`src/rtl/instr_fetch_queue.sv`:
```
// Instruction fetch sequencer: owns the PC, drives the ROM address and queues
// {PC, instruction} pairs in a prefetch FIFO for decode/execute.
//
// Ports:
//   Clock, Reset        rising-edge clock, synchronous active-high reset
//   oRomAddress         ROM address (the PC register)
//   iRomInstruction     ROM data, combinational from oRomAddress
//   iFetchEnable        allow new fetches; queue drains regardless
//   iRedirect           branch/jump taken pulse, flushes the queue
//   iRedirectPC         redirect target
//   oInstrValid         queue head valid
//   oInstruction        head instruction (0 when not valid)
//   oInstrPC            head PC (0 when not valid)
//   iInstrReady         consumer takes the head this cycle
//   oQueueCount         entries held (0..DEPTH)
module instr_fetch_queue #(
    parameter int                ADDR_W   = 16,
    parameter int                INSTR_W  = 28,
    parameter int                DEPTH    = 4,
    parameter logic [ADDR_W-1:0] RESET_PC = '0
) (
    input  logic               Clock,
    input  logic               Reset,
    output logic [ADDR_W-1:0]  oRomAddress,
    input  logic [INSTR_W-1:0] iRomInstruction,
    input  logic               iFetchEnable,
    input  logic               iRedirect,
    input  logic [ADDR_W-1:0]  iRedirectPC,
    output logic               oInstrValid,
    output logic [INSTR_W-1:0] oInstruction,
    output logic [ADDR_W-1:0]  oInstrPC,
    input  logic               iInstrReady,
    output logic [2:0]         oQueueCount
);

    localparam int PW = $clog2(DEPTH);
    localparam int EW = ADDR_W + INSTR_W;

    typedef enum logic [1:0] {
        RUN   = 2'd0,
        FLUSH = 2'd1,
        IDLE  = 2'd2
    } state_t;

    state_t            state;
    state_t            state_nx;
    logic [ADDR_W-1:0] pc;
    logic [EW-1:0]     mem [DEPTH];
    logic [EW-1:0]     head;
    logic [PW-1:0]     rd_ptr;
    logic [PW-1:0]     wr_ptr;
    logic [2:0]        count;
    logic              room;
    logic              pop;
    logic              push;

    // Control state register
    always_ff @(posedge Clock) begin
        if (Reset)
            state <= RUN;
        else
            state <= state_nx;
    end

    // Next-state logic; a redirect always wins
    always_comb begin
        state_nx = state;
        if (iRedirect)
            state_nx = FLUSH;
        else if (!iFetchEnable)
            state_nx = IDLE;
        else
            state_nx = RUN;
    end

    // FLUSH always follows a flush, so the queue is known to be empty
    always_comb begin
        room = (state == FLUSH) | (count < 3'(DEPTH));
    end

    assign pop  = oInstrValid & iInstrReady;
    assign push = iFetchEnable & ~iRedirect & (room | pop);

    always_ff @(posedge Clock) begin
        if (Reset) begin
            pc     <= RESET_PC;
            rd_ptr <= '0;
            wr_ptr <= '0;
            count  <= '0;
        end else if (iRedirect) begin
            // Drop everything queued; a same-cycle pop is simply consumed
            pc     <= iRedirectPC;
            rd_ptr <= wr_ptr;
            count  <= '0;
        end else begin
            if (push) begin
                pc     <= pc + ADDR_W'(1);
                wr_ptr <= wr_ptr + PW'(1);
            end
            if (pop)
                rd_ptr <= rd_ptr + PW'(1);
            count <= count + 3'(push) - 3'(pop);
        end
    end

    always_ff @(posedge Clock) begin
        if (push)
            mem[wr_ptr] <= {pc, iRomInstruction};
    end

    assign head         = mem[rd_ptr];
    assign oRomAddress  = pc;
    assign oQueueCount  = count;
    assign oInstrValid  = (count != 3'd0);
    assign oInstruction = oInstrValid ? head[INSTR_W-1:0] : '0;
    assign oInstrPC     = oInstrValid ? head[EW-1:INSTR_W] : '0;

endmodule

```
`config.mk`:
```
export PLATFORM = sky130hd
export DESIGN_NAME = instr_fetch_queue
export DESIGN_NICKNAME = d
export VERILOG_FILES = /design/src/rtl/instr_fetch_queue.sv
export SDC_FILE = /design/constraint.sdc
export NUM_CORES = 1
export LEC_CHECK = 0
export CORE_MARGIN = 10
export CORE_UTILIZATION = 37
export DETAILED_ROUTE_END_ITERATION = 10
export SLEW_MARGIN = 20
export SYNTH_ARGS = -nofsm -noshare
export SYNTH_HDL_FRONTEND = slang
export SYNTH_SLANG_ARGS = --single-unit
```
`constraint.sdc`:
```
create_clock -name Clock -period 6.2 [get_ports Clock]
set_input_delay 0.93 -clock Clock [delete_from_list [all_inputs] [get_ports Clock]]
set_output_delay 0.93 -clock Clock [all_outputs]
set_load 0.1 [all_outputs]
```
==> flow_summary_export.csv <==
group,metric,value,unit
status,status,"completed",
clock_network,postCtsHoldBufs,0,
critical_path,crit_path_end_kind,"output port",
synth,netlist_top_cells_area,"edfxtp_1, mux4_2, dfxtp_1, nor2b_1, o311ai_0",
timing,slew_headroom,32.69,%
die,rows,53,
timing,drv_slew,0,
global_route,antenna_found_initial,0,
pwr,p_seq_share,47.5,%
final_layout,syn_to_final_growth,26.58,%
final_layout,antenna_cells,0,
place,gp_congestion,0.7682,
critical_path,path_buf_inv,2,
synth,ys.flop_type,"edfxtp_1",
global_route,overflow,0,
die,start_util,38.02,%
clock_network,post_cts_resized,0,
drt,ant_nets,0,
global_route,grt_pass1_wl,27.79,mm
synth,syn_nets,503,
die,design.die.area,28110,µm²
final_layout,drive_gt1_share,16.18,%
pwr,total_power,3304,µW
clock_network,clock_sinks,203,
synth,yosysTopAreaCell,"edfxtp_1",
global_route,grt_pass1_vias,4908,
drt,wl,17.66,mm
critical_path,crit_path_top_delay_cell,"clkdlybuf4s50_1",
timing,clock.fmax,0.2341,GHz
synth,synth-edff-count,176,
clock_network,cts_root_buf,"clkbuf_16",
place,numPortBuffers,112,
final_layout,layout_common_cells,"edfxtp_1, clkdlybuf4s50_1, nor2b_1",
global_route,grt_start_max_net_pins,46,
final_layout,final_nets,621,
flow_run,drv_cap,0,
drt,wl_per_cell,20.63,µm
place,dp_hpwl,11.19,mm
timing,setup-tns-final,0,ps
clock_network,clk_pin_slew_worst_paths,60,ps
timing,hold_viol,0,
final_layout,final_common_cell,"edfxtp_1",
critical_path,cp.arrival,3340,ps
drt,drcViolationCount,0,
global_route,track_usage,12.34,%
synth,postSynthAreaPerCell,18.05,µm²
pwr,switching_share,25.27,%
drt,num_vias,4487,
place,placed_cells,816,
die,design.core.area,21220,µm²
critical_path,critical_path.cell_chain,"buf_4 > mux4_2 > nor2b_1 > clkdlybuf4s50_1",
synth,syn_inst,447,
timing,rsz0062_at_grt,"false",
critical_path,critPathTopFamily,"buffers and inverters",
die,die_w,167.7,µm
clock_network,insertion_delay,490,ps
timing,setup-violations-final,0,
synth,ys_seq_area_share,72.21,%
pwr,pwr-share-comb,13.3,%
critical_path,start_kind,"flop",
clock_network,numCtsBuffers,22,
timing,layout_min_cycle_time,4271,ps
final_layout,final_cells,856,
die,chipHeight,167.7,µm
pwr,pwr_density_cell,323.5,nW/µm²
timing,min_period_over_period,68.88,%
pwr,clkPwrFrac,39.2,%
clock_network,cts_max_path_buffers,3,
critical_path,path_class,"flop to output port",
pwr,p_switching,835.1,µW
timing,finClkSkew,13.54,ps
die,io_pins,113,
synth,async_flop_share,0,%
synth,netlist_area,8068,µm²
drt,first_pass_iters,4,
clock_network,post-cts-setup-buffer-count,0,
pwr,p_int,2469,µW
pwr,p_leak,0.003239,µW
min_path,holdCritPathClass,"flop to flop",
synth,synth-warning-count,0,
synth,ys_types,42,
synth,synth_top_area_share,65.51,%
critical_path,crit_path_max_fanout,31,
drt,via_per_inst,5.242,
critical_path,crit_path_max_incr_delay,1160,ps
synth,ys_ff_latch,203,
timing,worstMarginPinSlew,1007,ps
clock_network,htree_levels,1,
critical_path,required,5270,ps
pwr,ir_drop,154.4,µV
drt,first_iter_violations,265,
clock_network,cts_tree,"done",
[metrics by stage]
step / hold WS (ps) / area, µm² / utilization (%) / worst slack [ps]
after detailed placement: 499.9 / 9483 / 44.69 / 2011
after floorplan: 469.2 / 8068 / - / 2306
after CTS: 508.2 / 10210 / 48.13 / 1825
after global routing: 544.0 / 10210 / 48.13 / 1741
final: 509.2 / 10210 / 48.13 / 1929
after global placement: 481.6 / 9483 / 44.69 / 2107
[worst register-to-register path: stages (launching register included)]
cell     delay (ps)
dfxtp_1         300
nor2b_1         280
o21a_1          400
and2_2          810
buf_4           400
[synth_stat cells, types with 2 or more instances]
master / count
dfxtp_1: 27
buf_2: 7
nand3_1: 10
nand2_1: 14
o311ai_0: 13
or4_1: 2
edfxtp_1: 176
mux4_2: 44
a211oi_1: 2
nor2_1: 9
nor3_1: 6
nand4_1: 4
a21oi_1: 8
nor2b_1: 45
or3_1: 6
a31oi_1: 9
a22oi_1: 3
xnor2_1: 4
ha_1: 6
and3_1: 2
and2_1: 5
inv_1: 8
buf_1: 5
o31a_1: 3
clkbuf_1: 10
and4_1: 3
[worst paths after layout]
kind	startpoint	endpoint	slack, ps	depth (start not counted)
min reg2reg	wr_ptr[1]$_SDFFE_PP0P_	wr_ptr[1]$_SDFFE_PP0P_	510	2
min	wr_ptr[1]$_SDFFE_PP0P_	wr_ptr[1]$_SDFFE_PP0P_	510	2
max	flop	oInstrPC[12]	1930	4
max reg2reg	state[0]$_SDFF_PP0_	mem[1][24]$_DFFE_PP_	3680	4
[cell families (layout without fill, tap and decap cells)]
| kind of cell | after synthesis | count (layout) | share of synthesized area [%] |
|---|---|---|---|
| AO/OA/AOI/OAI | 45 | 45 | 4.110 |
| XOR/XNOR | 5 | 5 | 0.5428 |
| adder cells (fa/ha/maj) | 7 | 7 | 1.179 |
| buffers and inverters | 32 | 166 | 1.737 |
| flip-flops | 203 | 203 | 72.21 |
| multiplexers | 44 | 44 | 12.28 |
| AND/OR/NAND/NOR | 111 | 111 | 7.941 |
[final cells by class]
cell class / count / area [µm²]
timing repair buffer: 118 / 1166
inverter: 8 / 30.03
fill: 1783 / 11010
clock inverter: 12 / 135.1
multi-input combinational: 212 / 2112
sequential: 203 / 5831
clock buffer: 28 / 594.3
tap: 275 / 344.1
[routing by layer]
| layer | up-vias | routed length (µm) | global-route usage [%] |
|---|---|---|---|
| met3 | 26 | 1216 | 3.488 |
| met1 | 2280 | 7598 | 15.65 |
| li1 | 2025 | - | - |
| met5 | - | 0 | 0 |
| met2 | 156 | 8539 | 20.39 |
| met4 | 0 | 303 | 3.104 |
[state kept, by name, summed over array words and instances (netlist names), named ones only]
| register | flops |
|---|---|
| mem | 176 |
| rd_ptr | 2 |
| wr_ptr | 2 |
| state | 2 |
| oQueueCount | 3 |
| oRomAddress | 16 |
[power by group through the flow]
stage	registers (µW)	logic [µW]	clock network (µW)
2_1_floorplan	1620	284	0
3_3_place_gp	1600	442	0
3_5_place_dp	1600	445	0
4_1_cts	1570	446	1330
5_1_grt	1580	462	1380
6_report	1570	441	1300
Note: power is estimated with default switching activity, not from simulation.
